[src/rtl/alu_nibble_seq.sv]
// Sequential 74181-style ALU: one 4-bit slice per cycle, ripple carry held in a register.
// Valid/ready request in, valid/ready result out; WIDTH must be a multiple of 4.
`timescale 1ns/1ps

module alu_nibble_seq #(
  parameter int unsigned WIDTH = 16
) (
  input  logic             clk,
  input  logic             reset,
  input  logic             in_valid,
  output logic             in_ready,
  input  logic [3:0]       s,
  input  logic             m,
  input  logic             c_in,
  input  logic [WIDTH-1:0] a,
  input  logic [WIDTH-1:0] b,
  output logic             out_valid,
  input  logic             out_ready,
  output logic [WIDTH-1:0] f,
  output logic             c_out,
  output logic             zero,
  output logic             aeqb,
  output logic             ovf
);

  localparam int unsigned N  = WIDTH / 4;
  localparam int unsigned CW = (N > 1) ? $clog2(N) : 1;
  localparam logic [CW-1:0] LAST = CW'(N - 1);

  typedef enum logic [1:0] {IDLE, BUSY, DONE} state_t;

  state_t           state;
  logic [CW-1:0]    cnt;
  logic             carry;
  logic [WIDTH-1:0] a_q;
  logic [WIDTH-1:0] b_q;
  logic [3:0]       s_q;
  logic             m_q;

  logic [3:0]       an;
  logic [3:0]       bn;
  logic [3:0]       x;
  logic [3:0]       y;
  logic [3:0]       lg;
  logic [3:0]       slice;
  logic [4:0]       sum5;
  logic             c3;
  logic [WIDTH-1:0] f_nxt;

  // Operands shift right each step, so the active nibble is always bits [3:0].
  assign an = a_q[3:0];
  assign bn = b_q[3:0];

  // One 74181 slice: arithmetic result is X + Y + carry, logic result is a bitwise function.
  always_comb begin
    x     = an | (bn & {4{s_q[0]}}) | (~bn & {4{s_q[1]}});
    y     = (an & bn & {4{s_q[3]}}) | (an & ~bn & {4{s_q[2]}});
    sum5  = 5'(x) + 5'(y) + 5'(carry);
    c3    = x[3] ^ y[3] ^ sum5[3];
    lg    = 4'h0;
    case (s_q)
      4'd0:  lg = ~an;
      4'd1:  lg = ~(an | bn);
      4'd2:  lg = ~an & bn;
      4'd3:  lg = 4'h0;
      4'd4:  lg = ~(an & bn);
      4'd5:  lg = ~bn;
      4'd6:  lg = an ^ bn;
      4'd7:  lg = an & ~bn;
      4'd8:  lg = ~an | bn;
      4'd9:  lg = ~(an ^ bn);
      4'd10: lg = bn;
      4'd11: lg = an & bn;
      4'd12: lg = 4'hF;
      4'd13: lg = an | ~bn;
      4'd14: lg = an | bn;
      default: lg = an;
    endcase
    slice = m_q ? lg : sum5[3:0];
    f_nxt = (f >> 4) | (WIDTH'(slice) << (WIDTH - 4));
  end

  // Control FSM and all registered outputs; result nibbles shift in from the top.
  always_ff @(posedge clk or posedge reset) begin
    if (reset) begin
      state     <= IDLE;
      cnt       <= '0;
      carry     <= 1'b0;
      a_q       <= '0;
      b_q       <= '0;
      s_q       <= 4'h0;
      m_q       <= 1'b0;
      in_ready  <= 1'b1;
      out_valid <= 1'b0;
      f         <= '0;
      c_out     <= 1'b0;
      ovf       <= 1'b0;
      zero      <= 1'b1;
      aeqb      <= 1'b0;
    end else begin
      case (state)
        IDLE: begin
          if (in_valid) begin
            a_q      <= a;
            b_q      <= b;
            s_q      <= s;
            m_q      <= m;
            carry    <= ~m & c_in;
            cnt      <= '0;
            in_ready <= 1'b0;
            state    <= BUSY;
          end
        end
        BUSY: begin
          f     <= f_nxt;
          a_q   <= a_q >> 4;
          b_q   <= b_q >> 4;
          carry <= sum5[4];
          cnt   <= cnt + CW'(1);
          if (cnt == LAST) begin
            state     <= DONE;
            out_valid <= 1'b1;
            c_out     <= ~m_q & sum5[4];
            ovf       <= ~m_q & (c3 ^ sum5[4]);
            zero      <= (f_nxt == '0);
            aeqb      <= &f_nxt;
          end
        end
        DONE: begin
          if (out_ready) begin
            state     <= IDLE;
            out_valid <= 1'b0;
            in_ready  <= 1'b1;
          end
        end
        default: state <= IDLE;
      endcase
    end
  end

endmodule

[config.mk]
export PLATFORM = sky130hd
export DESIGN_NAME = alu_nibble_seq
export DESIGN_NICKNAME = d
export VERILOG_FILES = /design/src/rtl/alu_nibble_seq.sv
export SDC_FILE = /design/constraint.sdc
export NUM_CORES = 1
export LEC_CHECK = 0
export CORE_MARGIN = 10
export CORE_UTILIZATION = 40
export CTS_CLUSTER_SIZE = 8
export DETAILED_ROUTE_END_ITERATION = 7
export DONT_BUFFER_PORTS = 1
export GPL_ROUTABILITY_DRIVEN = 1
export GPL_TIMING_DRIVEN = 0
export PLACE_DENSITY_LB_ADDON = 0.05
export SYNTH_ARGS = -nofsm -noshare
export SYNTH_HDL_FRONTEND = slang
export SYNTH_SLANG_ARGS = --single-unit
[constraint.sdc]
create_clock -name clk -period 2.8 [get_ports clk]
set_input_delay 0.7 -clock clk [delete_from_list [all_inputs] [get_ports clk]]
set_output_delay 0.7 -clock clk [all_outputs]
set_load 0.03 [all_outputs]
# Yosys cells after proc, flatten, opt, wreduce, memory -nomap -nowiden
# Index checks and enable logic that the tools add are counted.
# word_totals
out_inout_bits,22
register_bits,64
# op_classes
n_bitwise,28
n_reduce_logical,13
addsub,3
n_mux,20
n_eq_ne,20
# op_table
cell,n
$pmux W16 S2,2
$pmux W4 S15,1
$mux W16,2
$and A4 B4 Y4,7
$eq A4 B4 Y1 const B,7
$or A4 B4 Y4,6
$not A4 Y4,5
$eq A4 B3 Y1 const B,4
$logic_not A16 Y1,1
$or A12 B16 Y16,1
$reduce_and A16 Y1,1
$reduce_and A3 Y1,3
$eq A4 B2 Y1 const B,2
$mux W2,4
$ne A2 B2 Y1 const B,3
$pmux W1 S2,3
$pmux W2 S3,1
$reduce_and A2 Y1,3
$reduce_bool A2 Y1,3
$add A4 B4 Y5,1
$add A5 B1 Y5,1
$mux W1,5
$eq A2 B2 Y1 const B,2
$eq A4 B1 Y1 const B,1
10 further kinds,15

# Depth between registers and ports, before layout
# logic_depth
word_depth,9
ltp_mapped,12
ltp_nobuf,10

# Least setup slack after synthesis
# Ideal clock, no wire load.
# synth_path
kind,register to register
startpoint,register s_q[2]
endpoint,register aeqb
setup_ns,0.095
path_slack_ns,-0.090
stages_incl_launch_ff,12
synth_period_minus_slack_ns,2.890
arrival_time_ns,2.795
path_buffers,3
cell_sequence,dfrtp_1 -> buf_6 -> clkbuf_8 -> buf_2 -> a22o_1 -> fa_1 -> a21o_1 -> a21oi_1 -> mux2_2 -> a211oi_1 -> nand3_1 -> o31ai_1
# synth_via
elab_chain_len,7
word_cells_on_any_way,23
cone_classes,add/sub (2); eq/ne (14); mux (2); bitwise (3); reduce/logical (2)
# synth_rtl
item,line,text
from (decl),37,logic [3:0] s_q;
from (signal assigned),106,s_q <= s;
$and A4 B4 Y4,57,y = (an & bn & {4{s_q[3]}}) | (an & ~bn & {4{s_q[2]}});
$or A4 B4 Y4,57,
$add A4 B4 Y5,58,sum5 = 5'(x) + 5'(y) + 5'(carry);
$add A5 B1 Y5,58,
$mux W4 (*),79,slice = m_q ? lg : sum5[3:0];
$or A12 B16 Y16 (*),80,f_nxt = (f >> 4) | (WIDTH'(slice) << (WIDTH - 4));
$reduce_and A16 Y1 (*),126,aeqb <= &f_nxt;
to (signal assigned),126,
to (decl),22,"output logic aeqb,"
# Every way passes the cells marked *; elsewhere a longest branch is shown, timed or not.
# A chain may end at the register's enable or synchronous reset.

# Final worst setup path
# layout_path
startpoint,register a_q[0]
endpoint,register aeqb
# layout_via
elab_chain_len,8
word_cells_on_any_way,22
cone_classes,add/sub (2); mux (2); bitwise (17); reduce/logical (1)
# layout_rtl
item,line,text
from (decl),35,logic [WIDTH-1:0] a_q;
from (signal assigned),116,a_q <= a_q >> 4;
$and A4 B4 Y4 (on tied branches),-,
$and A4 B4 Y4,57,
$or A4 B4 Y4,57,
$add A4 B4 Y5,58,
$add A5 B1 Y5,58,
$mux W4 (*),79,
$or A12 B16 Y16 (*),80,
$reduce_and A16 Y1 (*),126,
# Marks and branches as above.

==> run summary <==
CTS Sinks - 64
clock tree root buffer cell - clkbuf_8
gate count of the mapped netlist - 471
actual transition at the worst max-transition pin - 0.803 ns
count of flip-flops with a built-in enable after synthesis - 0
Avg WL per Cell - 17.9 µm
highest fanout seen on the critical path - 6
Synth async-reset ratio - 100%
GRT Residual Overflow - 0
Static Leak - 2.00 nW
fraction of the cycle the final worst path needs - 97.9%
antenna fix cells - 0
final RePlAce weighted congestion - 0.845
count of hold-fix buffers inserted at cts - 0
CTS tree - done
wire length reported by the detailed router - 11.2 mm
run status - complete, no violations
overall die area - 0.0144 mm²
cell count after placement - 604
data arrival time at the worst-slack endpoint - 2.99 ns
Synth Register Bits - 64
Yosys warnings - 0
Req. time, crit path - 3.05 ns
total setup violations reported at the end of the flow - 0
final core utilization - 45.1%
area added between synthesis and finish - 10.4%
# nets final - 550
most frequent cells in the layout - nand2_1 (135), dfrtp_1 (59), nor2_1 (34)
router iterations before antenna repair - 5
initial standard-cell utilization of the core - 40.9%
Clock Tree Buf Depth - 2
WS Path Type - reg2reg
DP HPWL - 8.22 mm
worst slew margin relative to its limit - 46.4%
final-report max-slew violation count - 0
share of post-route cells with drive strength above 1 - 13.8%
post-synthesis cell type with the largest combined area - dfrtp_1
wire length of the first global-routing pass - 18.4 mm
number of cells in the finished layout apart from fillers - 624
capturing element type of the critical path - flop
primary flip-flop cell chosen by synthesis mapping - dfrtp_1
Die W - 120 µm
DRC Markers - 0
Pwr Density - 1460 mW/mm²
sequential area share after synthesis - 40.2%
worst skew pair latency - 0.35 ns
most common cell after layout, fill and taps aside - nand2_1
mean post-synth cell area - 8.48 µm²
number of buffers added by the clock tree synthesis step - 9
worst reg2reg startpoint - a_q[0]$_DFFE_PP0P_
Final Critical Period - 2.74 ns
final hold violation count - 0
net count of the mapped netlist - 535
VDD IR max - 0.417 mV
sort of element at the start of the critical path - flop
Mapped Area - 0.00400 mm²
instance area at placement - 0.00417 mm²
per-cell via count in the routed design - 5.40
Critical Path Start - a_q[0]$_DFFE_PP0P_
synth top area cells - dfrtp_1 (39%), nand2_1 (13%), ha_1 (6.3%)
initial antenna violation count - 0
clock slew seen by the registers of the worst setup and hold paths - 0.09 ns
count of pins on the block boundary - 64
Die Height - 120 µm
combined global-route utilization of all metal layers - 15.7%
post-route clock skew - 0.0188 ns
Max Fclk - 365 MHz
initial detailed-routing violation count - 219
Port Buf Inserts - 0
number of distinct library cells after synthesis - 66
area of the core - 0.00977 mm²
max capacitance violation total - 0
area share of the leading cell type in the synthesized netlist - 38.8%
post-layout instance area - 0.00441 mm²
floorplan row count - 36
vias after detailed routing - 3367
HP Class - in2async
overall power consumption - 0.00646 W
largest net degree at the start of global routing - 65
Detail Route Antenna Nets - 0
unrepaired setup endpoints after global routing - true
number of global-route vias before repair - 3549
CTS H-tree depth - 3
==> metal layers <==
layer  global-route usage, %  part of all wire [%]  vias to the layer above
li1                        -                     -                     1649
met1                    19.8                    45                     1600
met2                    24.3                    46                      101
met3                    5.20                   7.3                       17
met4                    5.73                   2.0                        0
met5                       0                     0                        -
==> sequential cells by signal, summed over array words and instances, names as in the netlist <==
| name | flops |
|---|---|
| a_q | 16 |
| b_q | 16 |
| f | 16 |
| s_q | 4 |
| cnt | 2 |
| state | 2 |
| aeqb | 1 |
| c_out | 1 |
| carry | 1 |
| in_ready | 1 |
| m_q | 1 |
| out_valid | 1 |
| ovf | 1 |
| zero | 1 |
==> Yosys cell counts, drive strengths merged (2+ instances only) <==
library cell,n
nand2,136
dfrtp,62
nor2,35
a31oi,28
buf,24
ha,20
clkbuf,19
o21ai,16
inv,14
nand3,13
a21oi,11
o31ai,7
nor2b,6
o211ai,6
nand2b,5
a22o,4
nand3b,4
nand4,4
nor3,4
nor3b,4
a211oi,3
mux2,3
o22ai,3
or3,3
a21o,2
a222oi,2
dfstp,2
fa,2
nor4,2
o2111ai,2
o2bb2ai,2
or4,2
==> final timing paths <==
path | to | slack, ns | cells after the start
hold / removal | state[0]$_DFFE_PP0P_ | 0.39 | 1
max in group asynchronous | s_q[1]$_DFFE_PP0P_ | 1.85 | 1
setup reg to reg | aeqb$_DFFE_PP0P_ | 0.06 | 9
setup / recovery | aeqb$_DFFE_PP0P_ | 0.06 | 9
hold reg to reg | b_q[15]$_DFFE_PP0P_ | 0.50 | 2
min in group clk | a_q[14]$_DFFE_PP0P_ | 0.45 | 2
==> stage by stage <==
| stage | hold slack (ns) | setup slack [ns] | setup TNS (ns) |
|---|---|---|---|
| floorplan | 0.467 | 0.0351 | 0 |
| global placement | 0.482 | -0.348 | -19.22 |
| detailed placement | 0.487 | -0.343 | -1.04 |
| CTS | 0.409 | 0.0214 | 0 |
| global route | 0.439 | -0.0726 | -0.0726 |
| finish | 0.386 | 0.0578 | 0 |
==> power breakdown <==
part | internal, W | switching (W) | total [W]
clock network | 0.000348 | 0.000395 | 0.000743
logic | 0.00156 | 0.00229 | 0.00385
registers | 0.00137 | 0.000495 | 0.00186
==> cells by family (layout without fill, tap and decap cells) <==
family / Yosys count / count (layout) / synth area share [%]
AO/OA/AOI/OAI: 97 / 97 / 16.6
buffers and inverters: 57 / 77 / 9.30
adder cells (fa/ha/maj): 22 / 22 / 7.27
flip-flops: 64 / 64 / 40.2
XOR/XNOR: 2 / 2 / 0.439
AND/OR/NAND/NOR: 225 / 225 / 25.2
multiplexers: 4 / 4 / 1.10
==> timing repair <==
item | 4_1_cts | 5_1_grt
buffers inserted | 5 | 1
endpoints found under the setup margin | 7 | 3
resized for setup | 7 | 2
pin swaps | 6 | 1
==> worst max-delay path: stages (launching register included) <==
cell and delay, ns:
dfrtp_1 0.46, ha_1 0.27, a22o_1 0.27, fa_2 0.37
fa_1 0.41, xor2_1 0.14, o22ai_1 0.13, a31oi_2 0.27
nand3_1 0.12, o31ai_1 0.21
==> cell type report <==
type,count,area (µm²)
plain buffers,41,300
flip-flops and latches,64,1610
inverters,14,58.8
well taps,133,166
repair buffers,6,45.0
fillers,1016,5360
clock inverters,6,43.8
clock buffers,10,138
multi-input cells,350,2050
Note: power is estimated with default switching activity, not from simulation.
